--- config.mk ---
export PLATFORM = sky130hd
export DESIGN_NAME = axi_default_slave_flat
export DESIGN_NICKNAME = d
export VERILOG_FILES = /design/src/rtl/axi_default_slave_if.sv /design/src/rtl/axi_default_slave.sv /design/src/flat_wrapper.sv
export SDC_FILE = /design/constraint.sdc
export NUM_CORES = 1
export LEC_CHECK = 0
export CAP_MARGIN = 20
export CORE_MARGIN = 2
export CORE_UTILIZATION = 35
export CTS_BUF_LIST = sky130_fd_sc_hd__clkbuf_4 sky130_fd_sc_hd__clkbuf_8 sky130_fd_sc_hd__clkbuf_16
export DETAILED_ROUTE_END_ITERATION = 8
export PLACE_DENSITY_LB_ADDON = 0.1
export SLEW_MARGIN = 30
export SYNTH_ARGS = -nofsm -noshare
export SYNTH_HDL_FRONTEND = slang
export SYNTH_SLANG_ARGS = --single-unit
--- constraint.sdc ---
create_clock -name ACLK -period 2.3 [get_ports ACLK]
set_clock_uncertainty 0.05 [all_clocks]
set_input_delay 0.46 -clock ACLK [delete_from_list [all_inputs] [get_ports ACLK]]
set_output_delay 0.46 -clock ACLK [all_outputs]
set_load 0.01 [all_outputs]
--- src/rtl/axi_default_slave_if.sv ---
// AXI bus bundle between the address decoder's default slot and the decode-error slave.
// The master modport drives requests; the slave modport drives ready signals and responses.
interface axi_default_slave_if #(
    parameter int ID_W   = 8,
    parameter int DATA_W = 32,
    parameter int LEN_W  = 4
);
    logic [ID_W-1:0]   AWID;
    logic              AWVALID;
    logic              AWREADY;
    logic              WVALID;
    logic              WLAST;
    logic              WREADY;
    logic [ID_W-1:0]   BID;
    logic [1:0]        BRESP;
    logic              BVALID;
    logic              BREADY;
    logic [ID_W-1:0]   ARID;
    logic [LEN_W-1:0]  ARLEN;
    logic              ARVALID;
    logic              ARREADY;
    logic [ID_W-1:0]   RID;
    logic [DATA_W-1:0] RDATA;
    logic [1:0]        RRESP;
    logic              RLAST;
    logic              RVALID;
    logic              RREADY;

    modport slave (
        input  AWID, AWVALID, WVALID, WLAST, BREADY, ARID, ARLEN, ARVALID, RREADY,
        output AWREADY, WREADY, BID, BRESP, BVALID, ARREADY, RID, RDATA, RRESP, RLAST, RVALID
    );

    modport master (
        output AWID, AWVALID, WVALID, WLAST, BREADY, ARID, ARLEN, ARVALID, RREADY,
        input  AWREADY, WREADY, BID, BRESP, BVALID, ARREADY, RID, RDATA, RRESP, RLAST, RVALID
    );
endinterface

--- src/rtl/axi_default_slave.sv ---
// Decode-error slave: accepts unmapped AXI accesses and answers every one with DECERR.
// Optional AXI_DS_ERRCNT_EN adds a saturating err_cnt output counting completed errors.
module axi_default_slave #(
    parameter int ID_W   = 8,
    parameter int DATA_W = 32,
    parameter int LEN_W  = 4
) (
    input  logic ACLK,
    input  logic ARESET,
    axi_default_slave_if.slave bus
`ifdef AXI_DS_ERRCNT_EN
    ,
    output logic [15:0] err_cnt
`endif
);
    typedef enum logic [1:0] {W_IDLE, W_DATA, W_RESP} w_state_t;
    typedef enum logic {R_IDLE, R_DATA} r_state_t;

    w_state_t         w_state;
    w_state_t         w_next;
    r_state_t         r_state;
    r_state_t         r_next;
    logic [ID_W-1:0]  bid_q;
    logic [ID_W-1:0]  rid_q;
    logic [LEN_W-1:0] cnt;
    logic             aw_hs;
    logic             ar_hs;
    logic             r_hs;

    assign aw_hs = bus.AWVALID && (w_state == W_IDLE);
    assign ar_hs = bus.ARVALID && (r_state == R_IDLE);
    assign r_hs  = bus.RREADY && (r_state == R_DATA);

    assign bus.BID   = bid_q;
    assign bus.BRESP = 2'b11;
    assign bus.RID   = rid_q;
    assign bus.RDATA = '0;
    assign bus.RRESP = 2'b11;

    always_ff @(posedge ACLK or posedge ARESET) begin
        if (ARESET) begin
            w_state <= W_IDLE;
            bid_q   <= '0;
        end else begin
            w_state <= w_next;
            if (aw_hs)
                bid_q <= bus.AWID;
        end
    end

    // Write beats are discarded; only WLAST ends the data phase.
    always_comb begin
        w_next      = w_state;
        bus.AWREADY = 1'b0;
        bus.WREADY  = 1'b0;
        bus.BVALID  = 1'b0;
        case (w_state)
            W_IDLE: begin
                bus.AWREADY = 1'b1;
                if (bus.AWVALID)
                    w_next = W_DATA;
            end
            W_DATA: begin
                bus.WREADY = 1'b1;
                if (bus.WVALID && bus.WLAST)
                    w_next = W_RESP;
            end
            W_RESP: begin
                bus.BVALID = 1'b1;
                if (bus.BREADY)
                    w_next = W_IDLE;
            end
            default: w_next = W_IDLE;
        endcase
    end

    always_ff @(posedge ACLK or posedge ARESET) begin
        if (ARESET) begin
            r_state <= R_IDLE;
            rid_q   <= '0;
            cnt     <= '0;
        end else begin
            r_state <= r_next;
            if (ar_hs) begin
                rid_q <= bus.ARID;
                cnt   <= bus.ARLEN;
            end else if (r_hs && (cnt != '0)) begin
                cnt <= cnt - 1'b1;
            end
        end
    end

    // cnt holds beats remaining after the current one, so ARLEN=15 gives 16 beats.
    always_comb begin
        r_next      = r_state;
        bus.ARREADY = 1'b0;
        bus.RVALID  = 1'b0;
        bus.RLAST   = 1'b0;
        case (r_state)
            R_IDLE: begin
                bus.ARREADY = 1'b1;
                if (bus.ARVALID)
                    r_next = R_DATA;
            end
            R_DATA: begin
                bus.RVALID = 1'b1;
                bus.RLAST  = (cnt == '0);
                if (bus.RREADY && (cnt == '0))
                    r_next = R_IDLE;
            end
            default: r_next = R_IDLE;
        endcase
    end

`ifdef AXI_DS_ERRCNT_EN
    logic [15:0] err_cnt_q;
    logic        b_done;
    logic        r_done;
    logic [16:0] err_sum;

    assign b_done  = (w_state == W_RESP) && bus.BREADY;
    assign r_done  = r_hs && (cnt == '0);
    assign err_sum = {1'b0, err_cnt_q} + {16'd0, b_done} + {16'd0, r_done};
    assign err_cnt = err_cnt_q;

    always_ff @(posedge ACLK or posedge ARESET) begin
        if (ARESET)
            err_cnt_q <= '0;
        else if (err_sum[16])
            err_cnt_q <= 16'hFFFF;
        else
            err_cnt_q <= err_sum[15:0];
    end
`endif
endmodule

--- src/flat_wrapper.sv ---
// flat-port wrapper written by rule: the top's interface ports become plain ports
module axi_default_slave_flat 
#(
    parameter int ID_W   = 8,
    parameter int DATA_W = 32,
    parameter int LEN_W  = 4
)
  (ACLK, ARESET, bus_AWID, bus_AWVALID, bus_WVALID, bus_WLAST, bus_BREADY, bus_ARID, bus_ARLEN, bus_ARVALID, bus_RREADY, bus_AWREADY, bus_WREADY, bus_BID, bus_BRESP, bus_BVALID, bus_ARREADY, bus_RID, bus_RDATA, bus_RRESP, bus_RLAST, bus_RVALID);
  axi_default_slave_if #(.ID_W(ID_W), .DATA_W(DATA_W), .LEN_W(LEN_W)) bus_i ();
  input  logic ACLK;
  input  logic ARESET;
  input wire logic [$bits(bus_i.AWID)-1:0] bus_AWID;
  input wire logic [$bits(bus_i.AWVALID)-1:0] bus_AWVALID;
  input wire logic [$bits(bus_i.WVALID)-1:0] bus_WVALID;
  input wire logic [$bits(bus_i.WLAST)-1:0] bus_WLAST;
  input wire logic [$bits(bus_i.BREADY)-1:0] bus_BREADY;
  input wire logic [$bits(bus_i.ARID)-1:0] bus_ARID;
  input wire logic [$bits(bus_i.ARLEN)-1:0] bus_ARLEN;
  input wire logic [$bits(bus_i.ARVALID)-1:0] bus_ARVALID;
  input wire logic [$bits(bus_i.RREADY)-1:0] bus_RREADY;
  output wire logic [$bits(bus_i.AWREADY)-1:0] bus_AWREADY;
  output wire logic [$bits(bus_i.WREADY)-1:0] bus_WREADY;
  output wire logic [$bits(bus_i.BID)-1:0] bus_BID;
  output wire logic [$bits(bus_i.BRESP)-1:0] bus_BRESP;
  output wire logic [$bits(bus_i.BVALID)-1:0] bus_BVALID;
  output wire logic [$bits(bus_i.ARREADY)-1:0] bus_ARREADY;
  output wire logic [$bits(bus_i.RID)-1:0] bus_RID;
  output wire logic [$bits(bus_i.RDATA)-1:0] bus_RDATA;
  output wire logic [$bits(bus_i.RRESP)-1:0] bus_RRESP;
  output wire logic [$bits(bus_i.RLAST)-1:0] bus_RLAST;
  output wire logic [$bits(bus_i.RVALID)-1:0] bus_RVALID;
  assign bus_i.AWID = bus_AWID;
  assign bus_i.AWVALID = bus_AWVALID;
  assign bus_i.WVALID = bus_WVALID;
  assign bus_i.WLAST = bus_WLAST;
  assign bus_i.BREADY = bus_BREADY;
  assign bus_i.ARID = bus_ARID;
  assign bus_i.ARLEN = bus_ARLEN;
  assign bus_i.ARVALID = bus_ARVALID;
  assign bus_i.RREADY = bus_RREADY;
  assign bus_AWREADY = bus_i.AWREADY;
  assign bus_WREADY = bus_i.WREADY;
  assign bus_BID = bus_i.BID;
  assign bus_BRESP = bus_i.BRESP;
  assign bus_BVALID = bus_i.BVALID;
  assign bus_ARREADY = bus_i.ARREADY;
  assign bus_RID = bus_i.RID;
  assign bus_RDATA = bus_i.RDATA;
  assign bus_RRESP = bus_i.RRESP;
  assign bus_RLAST = bus_i.RLAST;
  assign bus_RVALID = bus_i.RVALID;
  axi_default_slave #(.ID_W(ID_W), .DATA_W(DATA_W), .LEN_W(LEN_W)) u_core (.ACLK(ACLK), .ARESET(ARESET), .bus(bus_i));
endmodule
==> results of run 1 <==
[cells by family after synthesis]
logic type,after synthesis
buffers and inverters,45
and+or+nand+nor,43
DFF,23
AOI/OAI and AO/OA,12
muxes,8
adders and majority gates,2
other,2
[through the flow]
stage	util (%)	power [mW]	instance area [um^2]	cells	setup WS (ps)
after floorplan	-	1.19	1410	169	560
after global placement	47.3	1.60	1700	230	174
after detailed placement	47.3	1.62	1700	230	154
after CTS	48.6	1.89	1750	234	121
after global routing	48.6	2.02	1750	234	0.494
final	48.6	1.86	1750	234	120
[layout by cell type, fill, tap and decap left out, types with 2 or more instances in the layout]
cell type,n
nor2b_1,3
nand2_1,26
a311oi_1,2
inv_1,5
ha_1,2
clkdlybuf4s50_1,48
conb_1,36
dfrtp_1,23
clkbuf_8,3
nor2_1,5
a21oi_1,3
mux2_2,8
buf_4,4
[where the power goes]
part / switching (mW) / internal (mW) / leakage (nW)
Sequential: 0.114 / 0.595 / 0.274
Combinational: 0.365 / 0.524 / 0.542
Clock: 0.127 / 0.136 / 0.0262
Total: 0.606 / 1.25 / 0.842
[critical path, cell delays in order (launching register included)]
cell and delay, ps:
dfrtp_1 380, inv_1 120, ha_1 170, or3b_1 370
nor2_1 90, dlygate4sd2_1 270
[path summary, 6_finish.rpt]
| check | from | to | slack [ps] | cells after the start |
|---|---|---|---|---|
| worst max-delay path | u_core.cnt[0]$_DFFE_PP0P_ | bus_RLAST | 120 | 5 |
| worst min-delay path | u_core.bus.RID[2]$_DFFE_PP0P_ | u_core.bus.RID[2]$_DFFE_PP0P_ | 430 | 2 |
| worst max register to register | u_core.cnt[0]$_DFFE_PP0P_ | u_core.cnt[0]$_DFFE_PP0P_ | 520 | 6 |
| worst min register to register | u_core.bus.RID[2]$_DFFE_PP0P_ | u_core.bus.RID[2]$_DFFE_PP0P_ | 430 | 2 |
| max in group asynchronous | ARESET | u_core.bus.BID[4]$_DFFE_PP0P_ | 1490 | 3 |
| min in group asynchronous | ARESET | u_core.w_state[0]$_DFFE_PP0P_ | 480 | 3 |
[timing repair]
| item | in CTS | in global routing |
|---|---|---|
| resized for setup | 1 | 0 |
| setup buffers | 0 | 0 |
| setup endpoints to repair | 1 | 0 |
[state kept, by name, summed over array words and instances, names as in the netlist]
register / cells
u_core.r_state: 1
u_core.cnt: 4
u_core.w_state: 2
u_core.bus.BID: 8
u_core.bus.RID: 8
[per-layer routing]
| layer | track usage (%) | vias up | wire length [um] |
|---|---|---|---|
| met5 | 0 | - | 0 |
| met4 | 6.38 | 0 | 51 |
| met3 | 2.95 | 5 | 175 |
| met2 | 19.0 | 41 | 1100 |
| met1 | 16.4 | 434 | 1080 |
| li1 | - | 463 | - |
[cell usage after synthesis]
library cell and count:
nor3b_1 1, nor2b_1 3, a211o_1 1, and3_1 1
nor2_1 5, inv_1 5, a31o_2 1, a32o_1 1
clkbuf_1 1, a311oi_1 2, buf_4 36, dfrtp_1 23
nand3_1 1, nand2_1 26, and2_0 1, ha_1 2
or3b_1 1, o21ai_1 1, a21oi_1 3, or3_1 1
a211oi_1 1, nand2b_1 1, buf_2 3, and2_1 1
a31oi_1 1, a21o_1 1, mux2_2 8, conb_1 2
nor3_1 1
[area by class of cell]
| cell class | count | area, um^2 | share of cell area (%) |
|---|---|---|---|
| clock buffers | 4 | 48.8 | 2.79 |
| inverters | 5 | 18.8 | 1.07 |
| multi-input cells | 101 | 529 | 30.2 |
| flip-flops and latches | 23 | 576 | 32.9 |
| well taps | 48 | 60.1 | 3.43 |
| repair buffers | 53 | 519 | 29.6 |
==> key figures, run 1 <==
Status
  – Outcome: complete, no violations

Synth
  – Syn Area/Cell: 9.52 um^2
  – Mapped cell area: 1280 um^2
  – Sequential cell area fraction in the yosys report: 44.8%
  – Syn Inst Count: 135
  – Synth Area in Adders: 1.95%
  – Synth cell types: 29
  – Largest family of logic cells by synthesized area: buffers and inverters
  – Multiplexer share of the synthesized area: 7.01%
  – Post-Synth Simple-Gate Area: 15.0%
  – Synthesized flop and latch total: 23
  – Xor/xnor share of the synthesized area: 0%
  – Compound-gate portion of the synthesized area: 6.72%
  – Post-synth top area share: 44.8%
  – Ranking of synthesized cells by area: dfrtp_1 45%, buf_4 21%, nand2_1 7.6%, mux2_2 7.0%, ha_1 1.9%
  – Synth area leader: dfrtp_1
  – Ys Warns: 0

Clocking
  – Clock root buffer: clkbuf_8
  – Clk sinks: 23
  – H-Tree Depth: 1
  – TritonCTS clock tree: built
  – CTS Buf Count: 3
  – Clock Path Buffers: 2
  – Clk Latency, worst-skew pair: 270 ps
  – Hold Buf Count CTS: 0
  – Clk slew on worst S/H paths: 80 ps

Die
  – Core area: 3610 um^2
  – I/O pins: 86
  – Die width: 64.6 um
  – Die Ht: 64.6 um
  – Initial core utilization: 35.6%
  – Die Area: 4170 um^2
  – Rows: 22

Routing
  – Via count: 943
  – ANT nets after route: 0
  – First DRT Iteration DRCs: 23
  – Final WL: 2.41 mm
  – DRT Pass-1 Iters: 4
  – Via density: 4.03
  – Drt wl/cell: 10.3 um
  – Number of remaining DRC errors: 0

Critical path
  – Critical path class: reg2out
  – Crit. End Element: output pin
  – Arrival time worst endpoint: 1670 ps
  – CP Data Required Time: 1790 ps
  – Peak fanout along the critical path: 4
  – Worst setup SP type: flip-flop

Placement
  – HPWL after DPL: 1.88 mm
  – Final Wtd Congestion: 0.753
  – Count of input and output buffers: 49

Pwr
  – Power Density: 1060 nW/um^2
  – Worst VDD drop: 0.391 mV
  – P_leak: 0.842 nW

STA
  – Final Hold Viols: 0
  – RSZ-0062 raised after global routing: no
  – Min Tclk post-route: 2180 ps
  – Hold_ws: 433 ps
  – Final count of pins violating max slew: 0
  – Setup tns final: 0 ps
  – Final period util: 94.8%
  – Setup-failing EPs final: 0
  – Achievable Freq: 0.459 GHz

Global route
  – Largest net degree at the start of global routing: 24
  – Initial antenna violation count: 0
  – Gr ovfl total: 0
  – GRT Overall Usage: 12.5%
  – First-pass GRT wire length: 4.05 mm
  – Vias in the first global route: 877

Final layout
  – Final nets: 217
  – # diodes: 0
  – P&R area growth vs syn: 36.3%
  – Fillers: 351
  – Ratio of cells with drive above 1 in the final layout: 9.14%

Min path
  – Hold crit path type: reg2reg

Job
  – Max-cap violations: 0
Power figures use the tool's default switching activity.
==> inputs of run 2 (changes only) <==
--- a/config.mk
+++ b/config.mk
@@ -10,7 +10,7 @@
 export CORE_UTILIZATION = 35
 export CTS_BUF_LIST = sky130_fd_sc_hd__clkbuf_4 sky130_fd_sc_hd__clkbuf_8 sky130_fd_sc_hd__clkbuf_16
 export DETAILED_ROUTE_END_ITERATION = 8
-export PLACE_DENSITY_LB_ADDON = 0.1
+export PLACE_DENSITY = 0.79
 export SLEW_MARGIN = 30
 export SYNTH_ARGS = -nofsm -noshare
 export SYNTH_HDL_FRONTEND = slang
==> run 2 against run 1 <==
Highest routed layer unchanged. Largest power group unchanged. Critical endpoint unchanged. Register-to-register slack is essentially flat. Sequential power hardly changed. Total power down 0.68%. Sequential share of layout area grew 0.14 points. Core utilization decreased by 0.21 points. Flip-flop and latch count is the same. First-iteration DRC count rose by 48%. Global-route usage down 1.1 points. Combinational power barely moved. Via count is 1.3% lower. Final area decreased by 0.43%. Critical path type unchanged. Non-clock buffer count is 1 lower.
==> key figures, run 2 (synthesis results as in run 1) <==
Status
  – Outcome: complete, no violations

Routing
  – DRT Pass-1 Iters: 2
  – Final WL: 2.29 mm
  – Number of remaining DRC errors: 0
  – Via density: 4.00
  – First DRT Iteration DRCs: 34
  – Via count: 931
  – ANT nets after route: 0
  – Drt wl/cell: 9.81 um

Final layout
  – Multi-input logic area: 529 um^2
  – FF/Latch Area: 576 um^2
  – # diodes: 0
  – Commonest non-fill, non-tap cell in the layout: clkdlybuf4s50_1
  – P&R area growth vs syn: 35.7%
  – Fillers: 347
  – Commonest non-fill, non-tap cells in the layout: 48 x clkdlybuf4s50_1, 36 x conb_1, 26 x nand2_1
  – Ratio of cells with drive above 1 in the final layout: 8.65%
  – Post-Layout Cell Count: 233
  – Final nets: 216
  – Finished Cell Area: 1740 um^2

Placement
  – Final Wtd Congestion: 0.765
  – HPWL after DPL: 1.82 mm
  – Count of input and output buffers: 49
  – Dpl cells: 229
  – DP Area: 1700 um^2

Min path
  – Endpoint, Worst Hold: u_core.bus.RID[4]$_DFFE_PP0P_
  – Hold crit path type: reg2reg
  – Hold Crit Start: u_core.bus.RID[4]$_DFFE_PP0P_
  – Hold depth: 2

STA
  – Min Tclk post-route: 2150 ps
  – Setup tns final: 0 ps
  – Setup-failing EPs final: 0
  – Final period util: 93.6%
  – RSZ-0062 raised after global routing: no
  – Final Hold Viols: 0
  – Hold_ws: 429 ps
  – Achievable Freq: 0.464 GHz
  – Final count of pins violating max slew: 0

Critical path
  – Peak fanout along the critical path: 4
  – R2r setup slk: 530 ps
  – R2r endpoint: u_core.cnt[0]$_DFFE_PP0P_
  – CP Data Required Time: 1790 ps
  – Crit. End Element: output pin
  – Arrival time worst endpoint: 1640 ps
  – Worst R2R Path Depth: 6
  – Worst R2R Start: u_core.cnt[0]$_DFFE_PP0P_
  – Worst setup SP type: flip-flop
  – Critical path class: reg2out
  – Worst setup path start: u_core.cnt[0]$_DFFE_PP0P_

Clocking
  – Clock root buffer: clkbuf_8
  – Clk sinks: 23
  – Clock Path Buffers: 2
  – H-Tree Depth: 1
  – CTS Buf Count: 3
  – Post-CTS setup buffer count: 0
  – Hold Buf Count CTS: 0
  – Clk Latency, worst-skew pair: 250 ps
  – TritonCTS clock tree: built
  – Clk slew on worst S/H paths: 80 ps

Global route
  – Top Usage Layer GRT: met2
  – GR Layer Usage met3: 1.22%
  – GRT Overall Usage: 11.3%
  – Routing usage on met2: 18.1%
  – First-pass GRT wire length: 3.70 mm
  – Gr ovfl total: 0
  – Vias in the first global route: 823
  – Initial antenna violation count: 0
  – Met1 GRT Util: 15.3%
  – Largest net degree at the start of global routing: 24

Pwr
  – P_leak: 0.837 nW
  – Worst VDD drop: 0.399 mV
  – Power Density: 1060 nW/um^2

Die
  – Die width: 64.6 um
  – Rows: 22
  – Core area: 3610 um^2
  – I/O pins: 86
  – Die Ht: 64.6 um
  – Die Area: 4170 um^2
  – Initial core utilization: 35.6%

Job
  – Max-cap violations: 0
-- run 2: cell type report --
| class | count | share of cell area, % |
|---|---|---|
| sequential | 23 | 33.0 |
| multi-input combinational | 101 | 30.3 |
| timing repair buffer | 52 | 29.3 |
| tap | 48 | 3.44 |
| clock buffer | 4 | 2.80 |
| inverter | 5 | 1.08 |
-- run 2: where the power goes --
group          switching [mW]  total (mW)  internal (mW)
Clock                   0.118       0.253          0.135
Combinational           0.367       0.888          0.521
Sequential              0.111       0.706          0.595
Total                   0.596        1.85           1.25
-- run 2: worst max-delay path by stage --
stage,endpoint,slack [ps],cells past startpoint
5_1_grt,bus_RLAST,20,5
2_1_floorplan,bus_RLAST,560,5
6_report,bus_RLAST,150,5
3_3_place_gp,bus_RLAST,200,5
3_5_place_dp,bus_RLAST,150,5
4_1_cts,bus_RLAST,130,5
-- run 2: stage by stage --
step                      worst slack, ps  power [mW]  util, %
final                                 146        1.85     48.4
after global routing                 21.3        1.98     48.4
after global placement                198        1.59     47.1
after detailed placement              149        1.62     47.1
after floorplan                       560        1.19        -
after CTS                             128        1.88     48.4
-- run 2: timing repair --
item / CTS / global route
endpoints found under the hold margin: 0 / 0
resized for setup: 1 / 0
endpoints found under the setup margin: 1 / 0
-- run 2: critical path: stages (launching register included) --
cell and delay [ps]:
dfrtp_1 390, inv_1 110, ha_1 180, or3b_1 360
nor2_1 90, dlygate4sd2_1 260
-- run 2: routing by layer --
layer | vias up | share of wire [%]
met5 | - | 0
met4 | 0 | 1.2
met3 | 2 | 7.3
met2 | 44 | 49
met1 | 419 | 42
li1 | 466 | -
==> patch 1 (config.mk and constraints of run 1) <==
The 3 states of `w_state_t` get a one-hot encoding in 3 bits.
--- a/src/rtl/axi_default_slave.sv
+++ b/src/rtl/axi_default_slave.sv
@@ -13,7 +13,7 @@
     output logic [15:0] err_cnt
 `endif
 );
-    typedef enum logic [1:0] {W_IDLE, W_DATA, W_RESP} w_state_t;
+    typedef enum logic [2:0] {W_IDLE = 3'b001, W_DATA = 3'b010, W_RESP = 3'b100} w_state_t;
     typedef enum logic {R_IDLE, R_DATA} r_state_t;
 
     w_state_t         w_state;
Behaviour: no difference found for any inputs over 10 cycles, from zero or initial values and one cycle with ARESET high; not proved beyond that.
==> patch 1 against run 1 <==
Worst setup slack improved by 0.042 ns. Sequential share of layout area increased by 0.62 points. Sequential cell count rose by 1. Maximum frequency up 2.0%. Wire length grew 5.0%. Count of clock-buffer cells in the layout is the same. Power up 5.1%. Core utilization is 0.53 points higher. Synthesized cell count rose by 4.4%. Area after synthesis is 3.6% higher. Final area grew 2.6%. Largest power group unchanged.
==> patch 1: results <==
[status]
status = "finished, final reports clean"

[synth]
seq_area_frac_synth_pct = 45.2
synthMuxAreaShare_pct = 6.77
ys_warn_count = 0
synth_commonest_cells = "buf_4, nand2_1, dfrtp_1"
yosysMostFrequentCell = "buf_4"
synthAdderAreaFrac_pct = 1.88
yosys-top-cells-area = "dfrtp_1, buf_4, nand2_1"
synth_compound_area_share_pct = 5.26

[cts]
cts_resized = 2

[worst_setup_path]
cp_slowest_cell = "clkdlybuf4s50_1"
path_max_fanout = 5
r2r_start = "u_core.w_state[0]"
cp_data_arrival_time_ns = 1.63
max_stage_delay_ns = 0.58
crit_family = "buffers and inverters"
crit_type = "flip-flop to output pin"
r2r_cells = 3

[drt]
wl_mm = 2.53
vias_per_cell = 4.12
vias = 988
dr.first_iter.drc_count = 34

[place]
dp.cells = 236
hpwl_mm = 1.95
gp_congestion = 0.721

[power]
ir_drop_mv = 0.460
leakagePower_nw = 0.856
p_sw_share_pct = 33.4

[finish]
finalNetCount = 223

[grt]
grt_pass1_wl_mm = 4.08
grt_pass1_vias = 950
grt_use_total_pct = 12.0

[hold_path]
min_from = "u_core.bus.RID[5]"
-- patch 1: cell types whose count changed after synthesis, moves of 2 or more --
cell and delta:
a311oi_1 -2, a31oi_1 +2, buf_2 -2, nand2_1 +2
nor2_1 +2, nor2b_1 -2, nor3b_1 +2, o21ai_0 +2
or4_1 +2
-- patch 1: area by class of cell --
type	instances	area, sq um
multi-input cells	107	557
well taps	48	60.1
flip-flops and latches	24	602
clock buffers	4	48.8
repair buffers	52	512
fillers	362	1860
inverters	5	18.8
-- patch 1: final timing paths --
path | end | slack (ns)
max in group asynchronous | u_core.w_state[0] | 1.43
worst min register to register | u_core.bus.RID[5] | 0.43
worst max register to register | u_core.bus.BID[5] | 0.53
min in group asynchronous | u_core.bus.BID[7] | 0.49
worst max-delay path | bus_AWREADY | 0.16
worst min-delay path | u_core.bus.RID[5] | 0.43
-- patch 1: worst reg2reg max path: cells and delay by family (launching register included) --
kind	cells	cell delay (ns)
muxes	1	0.38
DFF	1	0.56
and+or+nand+nor	2	0.66
-- patch 1: metrics by stage --
stage	hold WS, ns	worst slack (ns)	util, %	area [sq um]
6_report	0.431	0.163	49.1	1800
5_1_grt	0.461	0.0936	49.1	1800
4_1_cts	0.441	0.145	49.1	1800
3_5_place_dp	0.411	0.179	47.7	1750
3_3_place_gp	0.409	0.196	47.7	1750
2_1_floorplan	0.424	0.568	-	1460
-- patch 1: kinds of logic after synthesis --
family | after synthesis
AND/OR/NAND/NOR | 50
buffers and inverters | 44
flip-flops | 24
AO/OA/AOI/OAI | 11
multiplexers | 8
adder cells (fa/ha/maj) | 2
other | 2
-- patch 1: power by group through the flow --
stage               Clock [W]  Combinational (W)  Sequential (W)
CTS                  0.000269           0.000956        0.000759
detailed placement          0           0.000956        0.000758
global route         0.000289            0.00104        0.000792
floorplan                   0           0.000459        0.000813
finish               0.000254           0.000941        0.000759
global placement            0           0.000936        0.000758
-- patch 1: metal layers --
layer  vias up  wire length, um  GRT usage (%)
li1        483                -              -
met5         -                0              0
met3         2              294           3.77
met2        53             1150           20.3
met1       450             1070           15.0
met4         0                9           2.34
==> patch 2 (config.mk and constraints of run 1) <==
Without the edit above. `DATA_W` is set to 32 in 3 places; all go to 40.
--- a/src/rtl/axi_default_slave_if.sv
+++ b/src/rtl/axi_default_slave_if.sv
@@ -2,7 +2,7 @@
 // The master modport drives requests; the slave modport drives ready signals and responses.
 interface axi_default_slave_if #(
     parameter int ID_W   = 8,
-    parameter int DATA_W = 32,
+    parameter int DATA_W = 40,
     parameter int LEN_W  = 4
 );
     logic [ID_W-1:0]   AWID;
--- a/src/rtl/axi_default_slave.sv
+++ b/src/rtl/axi_default_slave.sv
@@ -2,7 +2,7 @@
 // Optional AXI_DS_ERRCNT_EN adds a saturating err_cnt output counting completed errors.
 module axi_default_slave #(
     parameter int ID_W   = 8,
-    parameter int DATA_W = 32,
+    parameter int DATA_W = 40,
     parameter int LEN_W  = 4
 ) (
     input  logic ACLK,
--- a/src/flat_wrapper.sv
+++ b/src/flat_wrapper.sv
@@ -2,7 +2,7 @@
 module axi_default_slave_flat 
 #(
     parameter int ID_W   = 8,
-    parameter int DATA_W = 32,
+    parameter int DATA_W = 40,
     parameter int LEN_W  = 4
 )
   (ACLK, ARESET, bus_AWID, bus_AWVALID, bus_WVALID, bus_WLAST, bus_BREADY, bus_ARID, bus_ARLEN, bus_ARVALID, bus_RREADY, bus_AWREADY, bus_WREADY, bus_BID, bus_BRESP, bus_BVALID, bus_ARREADY, bus_RID, bus_RDATA, bus_RRESP, bus_RLAST, bus_RVALID);
Interface: changed (resized bus_RDATA); port bits go from 86 to 94. No check against the original RTL was run, so the function may have changed too.
==> patch 2 against run 1 <==
Worst setup slack better by 0.034 ns. Sequential cell count stayed put. Sequential share of layout area is 0.42 points lower. Wire length is 7.6% higher. Via count is 0.64% higher. Maximum frequency is 1.6% higher. Final area is 1.3% higher. Power is 0.32% higher. Non-clock buffer count is 1 lower. Sequential power hardly changed. Area after synthesis is 4.7% higher. Count of clock-buffer cells in the layout stayed put. Worst hold slack worse by 0.0012 ns. Largest cell class unchanged.
==> patch 2: results <==
[status]
status = "finished, final reports clean"

[place]
gp_congestion = 0.801
hpwl_mm = 2.03
dpl_cell_area_sq_um = 1730

[drt]
vias_per_cell = 3.94
wl_met3_um = 216
routed-wl-met2_mm = 1.24
dr.first_iter.drc_count = 11
wl_per_cell_um = 10.8
met1Wirelength_mm = 1.12
top_layer = "met4"

[grt]
grt_use_total_pct = 11.8
grt_pass1_vias = 878
use_met3_pct = 2.56
antenna_found_initial = 0
grt_use_met1_pct = 15.4
grt_pass1_wl_mm = 3.96
met2_usage_pct = 19.2

[power]
leakagePower_nw = 0.863
ir_drop_mv = 0.386
comb_power_w = 0.000904
p_switching_w = 0.000614
p_clk_w = 0.000253

[worst_setup_path]
r2r_cells = 6
crit_family = "simple AND/OR/NAND/NOR gates"
cp_data_arrival_time_ns = 1.64
max_stage_delay_ns = 0.38

[finish]
multiInputGateArea_sq_um = 559
multi_input_cells = 109
fillCellCount = 364
fin_area_sq_um = 1770
syn_to_final_growth_pct = 31.9
num-nonclk-buffers = 52
layout.nonclk_buf_share_pct = 28.8
layout-drive-gt1-share_pct = 8.29
clock_area_share_pct = 2.75
finalNetCount = 224
antenna-diode-count = 0
sh_seq_area_pct = 32.4

[hold_path]
hold_path_end = "u_core.bus.RID[4]"
hold_depth = 2
min_from = "u_core.bus.RID[4]"

[cts]
clock_latency_ns = 0.25
cts_root_buf = "clkbuf_8"

[synth]
seq_area_frac_synth_pct = 42.8
synth_commonest_cells = "buf_4, nand2_1, dfrtp_1"
yosys-top-cells-area = "dfrtp_1, buf_4, nand2_1"

[sta]
fin_hold_ws_ns = 0.432
-- patch 2: changes by cell type after synthesis, sizes merged --
cell / delta
buf: +8
-- patch 2: cell families (layout without fill, tap and decap cells) --
kind of cell    Yosys count  count (layout)  share of synthesized area [%]
buf+inv                  53              61                           27.3
simple gates             43              43                           14.3
flops                    23              23                           42.8
compound gates           12              12                           6.42
mux                       8               8                           6.70
fa+ha+maj                 2               2                           1.86
other cells               2              44                          0.558
-- patch 2: per-stage QoR --
stage                     cells  setup slack, ns
after floorplan             185            0.560
after global placement      237            0.194
after detailed placement    237            0.158
after CTS                   241            0.139
after global routing        241           0.0133
final                       241            0.154
-- patch 2: worst max-delay path by stage --
| stage | end | slack, ns |
|---|---|---|
| 6_report | bus_RLAST | 0.15 |
| 3_3_place_gp | bus_RLAST | 0.19 |
| 2_1_floorplan | bus_RLAST | 0.56 |
| 4_1_cts | bus_RLAST | 0.14 |
| 3_5_place_dp | bus_RLAST | 0.16 |
| 5_1_grt | bus_RLAST | 0.01 |
